**src/rtl/mux8_2_arb_if.sv**
```systemverilog
// Handshake bundle for mux8_2_arb: two valid/ready byte producers and one output stage.
// The *_last signals exist only when MUX8_2_ARB_LOCK_EN is defined.
interface mux8_2_arb_if #(
    parameter int WIDTH = 8
);
    logic [WIDTH-1:0] a_data;
    logic             a_valid;
    logic             a_ready;
    logic [WIDTH-1:0] b_data;
    logic             b_valid;
    logic             b_ready;
    logic [WIDTH-1:0] out_data;
    logic             out_valid;
    logic             out_ready;
    logic             out_sel;
`ifdef MUX8_2_ARB_LOCK_EN
    logic             a_last;
    logic             b_last;

    modport master (
        output a_data, a_valid, a_last, b_data, b_valid, b_last, out_ready,
        input  a_ready, b_ready, out_data, out_valid, out_sel
    );
    modport slave (
        input  a_data, a_valid, a_last, b_data, b_valid, b_last, out_ready,
        output a_ready, b_ready, out_data, out_valid, out_sel
    );
`else
    modport master (
        output a_data, a_valid, b_data, b_valid, out_ready,
        input  a_ready, b_ready, out_data, out_valid, out_sel
    );
    modport slave (
        input  a_data, a_valid, b_data, b_valid, out_ready,
        output a_ready, b_ready, out_data, out_valid, out_sel
    );
`endif
endinterface

```
**src/rtl/mux8_2_arb.sv**
```systemverilog
// Round-robin 2:1 arbiter feeding a single-entry output register.
// Optional packet grant locking is enabled with the MUX8_2_ARB_LOCK_EN macro.
module mux8_2_arb #(
    parameter int WIDTH = 8
) (
    input  logic          clk,
    input  logic          rst,
    mux8_2_arb_if.slave   bus
);

    typedef enum logic {
        EMPTY = 1'b0,
        FULL  = 1'b1
    } state_t;

    state_t           state_r;
    logic [WIDTH-1:0] out_data_r;
    logic             out_sel_r;
    logic             prio_a_r;
    logic             load_en_s;
    logic             grant_a_s;
    logic             grant_b_s;
    logic             acc_a_s;
    logic             acc_b_s;
    logic             last_a_s;
    logic             last_b_s;
`ifdef MUX8_2_ARB_LOCK_EN
    logic             locked_r;
    logic             owner_a_r;
`endif

    // Load enable, grant selection and end-of-packet decode.
    always_comb begin
        load_en_s = 1'b0;
        grant_a_s = 1'b0;
        grant_b_s = 1'b0;
        last_a_s  = 1'b1;
        last_b_s  = 1'b1;
        if (rst) begin
            load_en_s = 1'b0;
        end else if ((state_r == EMPTY) || bus.out_ready) begin
            load_en_s = 1'b1;
        end else begin
            load_en_s = 1'b0;
        end
`ifdef MUX8_2_ARB_LOCK_EN
        last_a_s = bus.a_last;
        last_b_s = bus.b_last;
        // A locked grant belongs to the owner even when the owner is idle.
        if (locked_r) begin
            grant_a_s = bus.a_valid && owner_a_r;
            grant_b_s = bus.b_valid && !owner_a_r;
        end else begin
            grant_a_s = bus.a_valid && (!bus.b_valid || prio_a_r);
            grant_b_s = bus.b_valid && !grant_a_s;
        end
`else
        grant_a_s = bus.a_valid && (!bus.b_valid || prio_a_r);
        grant_b_s = bus.b_valid && !grant_a_s;
`endif
    end

    assign bus.a_ready   = load_en_s && grant_a_s;
    assign bus.b_ready   = load_en_s && grant_b_s;
    assign acc_a_s       = bus.a_valid && bus.a_ready;
    assign acc_b_s       = bus.b_valid && bus.b_ready;
    assign bus.out_valid = (state_r == FULL);
    assign bus.out_data  = out_data_r;
    assign bus.out_sel   = out_sel_r;

    // Occupancy FSM, output register and arbitration state.
    always_ff @(posedge clk) begin
        if (rst) begin
            state_r    <= EMPTY;
            out_data_r <= {WIDTH{1'b0}};
            out_sel_r  <= 1'b0;
            prio_a_r   <= 1'b1;
`ifdef MUX8_2_ARB_LOCK_EN
            locked_r   <= 1'b0;
            owner_a_r  <= 1'b0;
`endif
        end else begin
            case (state_r)
                EMPTY: begin
                    if (acc_a_s || acc_b_s) begin
                        state_r <= FULL;
                    end else begin
                        state_r <= EMPTY;
                    end
                end
                FULL: begin
                    if (acc_a_s || acc_b_s) begin
                        state_r <= FULL;
                    end else if (bus.out_ready) begin
                        state_r <= EMPTY;
                    end else begin
                        state_r <= FULL;
                    end
                end
                default: begin
                    state_r <= EMPTY;
                end
            endcase

            if (acc_a_s) begin
                out_data_r <= bus.a_data;
                out_sel_r  <= 1'b1;
                if (last_a_s) begin
                    prio_a_r <= 1'b0;
                end else begin
                    prio_a_r <= prio_a_r;
                end
`ifdef MUX8_2_ARB_LOCK_EN
                locked_r  <= !last_a_s;
                owner_a_r <= 1'b1;
`endif
            end else if (acc_b_s) begin
                out_data_r <= bus.b_data;
                out_sel_r  <= 1'b0;
                if (last_b_s) begin
                    prio_a_r <= 1'b1;
                end else begin
                    prio_a_r <= prio_a_r;
                end
`ifdef MUX8_2_ARB_LOCK_EN
                locked_r  <= !last_b_s;
                owner_a_r <= 1'b0;
`endif
            end else begin
                out_data_r <= out_data_r;
                out_sel_r  <= out_sel_r;
                prio_a_r   <= prio_a_r;
            end
        end
    end

endmodule
```
**src/flat_wrapper.sv**
```systemverilog
// flat-port wrapper written by rule: the top's interface ports become plain ports
module mux8_2_arb_flat 
#(
    parameter int WIDTH = 8
)
  (clk, rst, bus_a_data, bus_a_valid, bus_b_data, bus_b_valid, bus_out_ready, bus_a_ready, bus_b_ready, bus_out_data, bus_out_valid, bus_out_sel);
  mux8_2_arb_if #(.WIDTH(WIDTH)) bus_i ();
  input  logic clk;
  input  logic rst;
  input wire logic [$bits(bus_i.a_data)-1:0] bus_a_data;
  input wire logic [$bits(bus_i.a_valid)-1:0] bus_a_valid;
  input wire logic [$bits(bus_i.b_data)-1:0] bus_b_data;
  input wire logic [$bits(bus_i.b_valid)-1:0] bus_b_valid;
  input wire logic [$bits(bus_i.out_ready)-1:0] bus_out_ready;
  output wire logic [$bits(bus_i.a_ready)-1:0] bus_a_ready;
  output wire logic [$bits(bus_i.b_ready)-1:0] bus_b_ready;
  output wire logic [$bits(bus_i.out_data)-1:0] bus_out_data;
  output wire logic [$bits(bus_i.out_valid)-1:0] bus_out_valid;
  output wire logic [$bits(bus_i.out_sel)-1:0] bus_out_sel;
  assign bus_i.a_data = bus_a_data;
  assign bus_i.a_valid = bus_a_valid;
  assign bus_i.b_data = bus_b_data;
  assign bus_i.b_valid = bus_b_valid;
  assign bus_i.out_ready = bus_out_ready;
  assign bus_a_ready = bus_i.a_ready;
  assign bus_b_ready = bus_i.b_ready;
  assign bus_out_data = bus_i.out_data;
  assign bus_out_valid = bus_i.out_valid;
  assign bus_out_sel = bus_i.out_sel;
  mux8_2_arb #(.WIDTH(WIDTH)) u_core (.clk(clk), .rst(rst), .bus(bus_i));
endmodule
```
**config.mk**
```make
export PLATFORM = sky130hd
export DESIGN_NAME = mux8_2_arb_flat
export DESIGN_NICKNAME = d
export VERILOG_FILES = /design/src/rtl/mux8_2_arb_if.sv /design/src/rtl/mux8_2_arb.sv /design/src/flat_wrapper.sv
export SDC_FILE = /design/constraint.sdc
export NUM_CORES = 1
export LEC_CHECK = 0
export CAP_MARGIN = 25
export CORE_MARGIN = 3
export CORE_UTILIZATION = 38
export DETAILED_ROUTE_END_ITERATION = 7
export PLACE_DENSITY = 0.82
export SLEW_MARGIN = 0
export SYNTH_ARGS = -nofsm -noshare
export SYNTH_HDL_FRONTEND = slang
export SYNTH_SLANG_ARGS = --single-unit
```
**constraint.sdc**
```tcl
create_clock -name clk -period 2.45 [get_ports clk]
set_clock_uncertainty 0.1 [all_clocks]
set_input_delay 0.245 -clock clk [delete_from_list [all_inputs] [get_ports clk]]
set_output_delay 0.245 -clock clk [all_outputs]
set_load 0.02 [all_outputs]
```
## Yosys cells after proc, flatten, opt, wreduce, memory -nomap -nowiden

Index checks and enable logic that the tools add are counted.

- Register bits: 11
- Bits of input ports: 21
- Output and inout bits: 12

- Multiplexer cells: 12
- Bitwise gates (word level): 1
- Reduce and logical (&&, ||, !) cells: 12

Operators with widths:

| operator | count |
|---|---|
| $mux 8 | 2 |
| $mux 1 | 9 |
| $logic_and 1x1->1 | 6 |
| $logic_or 1x1->1 | 3 |
| $logic_not 1->1 | 2 |
| $pmux 1 s2 | 1 |
| $reduce_bool 2->1 | 1 |
| $not 1->1 | 1 |

## Logic depth before layout (Yosys ltp)

- Word-level depth: 10
- Depth in mapped cells: 4
- Depth with buffers taken out: 3

## Worst setup path before layout

No wires, ideal clock.

- Path type: flip-flop to output port
- Start: register u_core.prio_a_r
- End: output port bus_b_ready
- Data arrival time: 889 ps
- Required time: 2105 ps
- Setup slack: 1216 ps
- Stages on the path, launching flop included: 3
- Buffers on the path: 0
- Cells stage by stage: dfxtp_1 a21oi_2 and3_1

- Word-level cells in the longest chain between the ends: 5

RTL lines:

| what | RTL line | source |
|---|---|---|
| from (decl) | mux8_2_arb.sv:19 | `logic prio_a_r;` |
| from (signal assigned) | mux8_2_arb.sv:111 | `prio_a_r <= prio_a_r;` |
| from (signal assigned) | mux8_2_arb.sv:123 | `prio_a_r <= prio_a_r;` |
| from (signal assigned) | mux8_2_arb.sv:132 | `prio_a_r <= prio_a_r;` |
| $logic_or 1x1->1 | mux8_2_arb.sv:58 | `grant_a_s = bus.a_valid && (!bus.b_valid \|\| prio_a_r);` |
| $logic_and 1x1->1 | mux8_2_arb.sv:58 |  |
| $logic_not 1->1 | mux8_2_arb.sv:59 | `grant_b_s = bus.b_valid && !grant_a_s;` |
| $logic_and 1x1->1 | mux8_2_arb.sv:59 |  |
| $logic_and 1x1->1 | mux8_2_arb.sv:64 | `assign bus.b_ready = load_en_s && grant_b_s;` |
| to (decl) | flat_wrapper.sv:16 | `output wire logic [$bits(bus_i.b_ready)-1:0] bus_b_ready;` |

Every way passes these cells.

## Final worst setup path

- Start: input port bus_out_ready
- End: output port bus_b_ready

- Word-level cells in the longest chain between the ends: 4

RTL lines:

| what | RTL line | source |
|---|---|---|
| from (decl) | flat_wrapper.sv:14 | `input wire logic [$bits(bus_i.out_ready)-1:0] bus_out_ready;` |
| $logic_or 1x1->1 | mux8_2_arb.sv:41 | `end else if ((state_r == EMPTY) \|\| bus.out_ready) begin` |
| $mux 1 | mux8_2_arb.sv:41 |  |
| $mux 1 | mux8_2_arb.sv:39 | `if (rst) begin` |
| $logic_and 1x1->1 | mux8_2_arb.sv:64 |  |

Every way passes these cells.

==> metrics.cfg <==
[power]
power_frac_comb_pct=29.9
switching_share_pct=28.1
clock_power_share_pct=26.3
powerDensity_nw_per_um2=505
pwr-share-seq_pct=43.8
switchingPower_mw=0.131
p_int_mw=0.335
ir_worst_vdd_mv=0.273
p_leak_nw=0.387

[logic_synthesis]
synth_edf_count=0
syn_inst=62
synth_top_area_cell=dfxtp_1
synth.yosys.seq_area_share_pct=40.3
ys_types=20
synth-seq-cells=11
syn_avg_cell_area_um2=8.82
synthFlopType=dfxtp_1
synth_commonest_cells=inv_1 (18), dfxtp_1 (11), nand4_1 (8), o221ai_1 (8), a21oi_1 (2)
synth_most_common_cell=inv_1
syn_area_um2=547
ys_warn_count=0
synth_area_leaders=dfxtp_1 (40%), o221ai_1 (13%), inv_1 (12%), nand4_1 (9.2%), nand4b_4 (4.3%)
synthesis.nets=83
synth.top_cell.area_share_pct=40.3
synth-async-reset-ratio_pct=0

[cts]
htree_levels=1
cts_hold_buf=0
cts_sinks=11
clkTransAtPathRegs_ns=0.07
clkLatencyLatePin_ns=0.26
tritoncts=done
cts_inserted_buffers=3
cts-root-buf=clkbuf_4
cts_setup_buffers=0
cts_max_path_buffers=2
cts_resized=0

[sta]
rsz0062_at_grt=no
worst_pin_slew_ns=0.279
setup_ws_ns=0.315
slew_violations=0
slew-limit-headroom_pct=81.4
min_period_over_period_pct=87.2
fmax_ghz=0.468
hold_viol=0
setup_viol=0
period_needed_ns=2.14
tns_ns=0

[finish]
final.fill_count=106
area.sequential_um2=220
nets=121
multi_input_area_um2=246
fin_util_pct=70.0
n_antenna_cell=0
areaGrowthSynthToFinish_pct=68.6
drive_gt1_share_pct=11.1

[setup_path]
crit_path_end_kind=output pin
worstReg2RegEnd=u_core.bus.out_data[4]$_SDFFE_PP0P_
arrival_ns=1.79
crit_fanout=13
timing.rr.start=u_core.bus.out_valid$_SDFF_PP0_
required_ns=2.11
start_kind=input port
setup.worst_path.class=in2out
r2r_setup_slack_ns=1.20
crit_end=bus_b_ready
critPathLaunch=bus_out_ready
reg2regPathDepth=4

[detailed_routing]
drtAntennaViolNets=0
num_vias=587
wl_um=1490
post_drt_wl_per_cell_um=13.1
drtPass1Iterations=5
drt-vias-per-instance=5.15
drt_iter0_drc=19
drcViolationCount=0

[die]
floorplan.initialDensity_pct=41.5
rows=13
ios=33
core_um2=1320
dieArea_um2=1930
die_w_um=43.9
die_h_um=43.9

[grt]
grt_start_max_net_pins=14
antenna_found_initial=0
grt_use_total_pct=16.5
grt_pass1_vias=556
grt-ovfl-total=0
grt_pass1_wl_um=2350

[placement]
hpwl_um=1110
io_buffer_count=32
gp_congestion=0.708
place_worst_setup_slack_ns=0.318

[hold_path]
min_path_type=reg2reg

[run]
maxCapViolations=0

[run_status]
status=finished clean

[layout by cell type, fill, tap and decap left out]
cell and count:
nand2_1 1, inv_1 18, o221ai_1 8, clkbuf_4 3
clkbuf_1 1, o21bai_4 1, nand4b_4 1, or2b_4 1
a21oi_1 2, a21oi_2 1, nand4_1 8, nor2_1 1
nand3_1 1, and3_1 1, buf_4 3, nor3_1 1
nand2b_2 1, a211o_1 1, and2b_1 1, dfxtp_1 11
o21ai_0 1, clkdlybuf4s50_1 32
[sequential cells by signal, indices dropped and copies added, names as in the netlist]
| signal | flops |
|---|---|
| u_core.bus.out_data | 8 |
| u_core.bus.out_valid | 1 |
| u_core.prio_a_r | 1 |
| u_core.bus.out_sel | 1 |
[cells by family (layout without fill, tap and decap cells)]
logic type / count (synthesis) / count (layout) / synth area share, %
buf+inv: 20 / 57 / 14.6
simple gates: 17 / 17 / 22.9
flops: 11 / 11 / 40.3
compound gates: 14 / 14 / 22.2
[per-stage QoR]
step | power (mW) | cells | instance area [um^2] | hold slack (ns)
4_1_cts | 0.469 | 114 | 922 | 0.397
3_3_place_gp | 0.345 | 110 | 896 | 0.378
6_report | 0.466 | 114 | 922 | 0.398
5_1_grt | 0.490 | 114 | 922 | 0.425
3_5_place_dp | 0.347 | 110 | 896 | 0.381
2_1_floorplan | 0.269 | 62 | 547 | 0.214
[routing by layer]
metal | global-route usage, % | up-vias | wire length (um)
met5 | 0 | - | 0
met4 | 7.23 | 0 | 17
met3 | 5.81 | 4 | 123
met2 | 27.9 | 27 | 761
met1 | 18.3 | 263 | 587
li1 | - | 293 | -
[final cells by class]
type	count	area share [%]
inverter	18	7.33
timing repair buffer	35	37.2
tap	15	2.04
sequential	11	23.9
multi-input combinational	31	26.7
clock buffer	4	2.85
[how the worst min path moves through the flow]
stage | start | end | slack, ns | cells past startpoint
2_1_floorplan | rst | u_core.bus.out_sel$_SDFFE_PP0P_ | 0.21 | 1
3_3_place_gp | u_core.bus.out_data[6]$_SDFFE_PP0P_ | u_core.bus.out_data[6]$_SDFFE_PP0P_ | 0.38 | 2
3_5_place_dp | u_core.bus.out_sel$_SDFFE_PP0P_ | u_core.bus.out_sel$_SDFFE_PP0P_ | 0.38 | 2
4_1_cts | u_core.bus.out_sel$_SDFFE_PP0P_ | u_core.bus.out_sel$_SDFFE_PP0P_ | 0.40 | 2
5_1_grt | u_core.bus.out_sel$_SDFFE_PP0P_ | u_core.bus.out_sel$_SDFFE_PP0P_ | 0.42 | 2
6_report | u_core.bus.out_data[6]$_SDFFE_PP0P_ | u_core.bus.out_data[6]$_SDFFE_PP0P_ | 0.40 | 2
[power groups by stage]
stage	combinational (mW)	clock, mW	sequential [mW]
3_5_place_dp	0.138	0	0.208
3_3_place_gp	0.137	0	0.207
2_1_floorplan	0.0446	0	0.225
6_report	0.139	0.123	0.204
5_1_grt	0.149	0.134	0.206
4_1_cts	0.140	0.125	0.204
[worst max-delay path, stage by stage]
cell             delay, ns
clkdlybuf4s50_1       0.47
nand2b_2              0.28
and3_1                0.20
clkdlybuf4s50_1       0.60
Note: power is estimated with default switching activity, not from simulation.
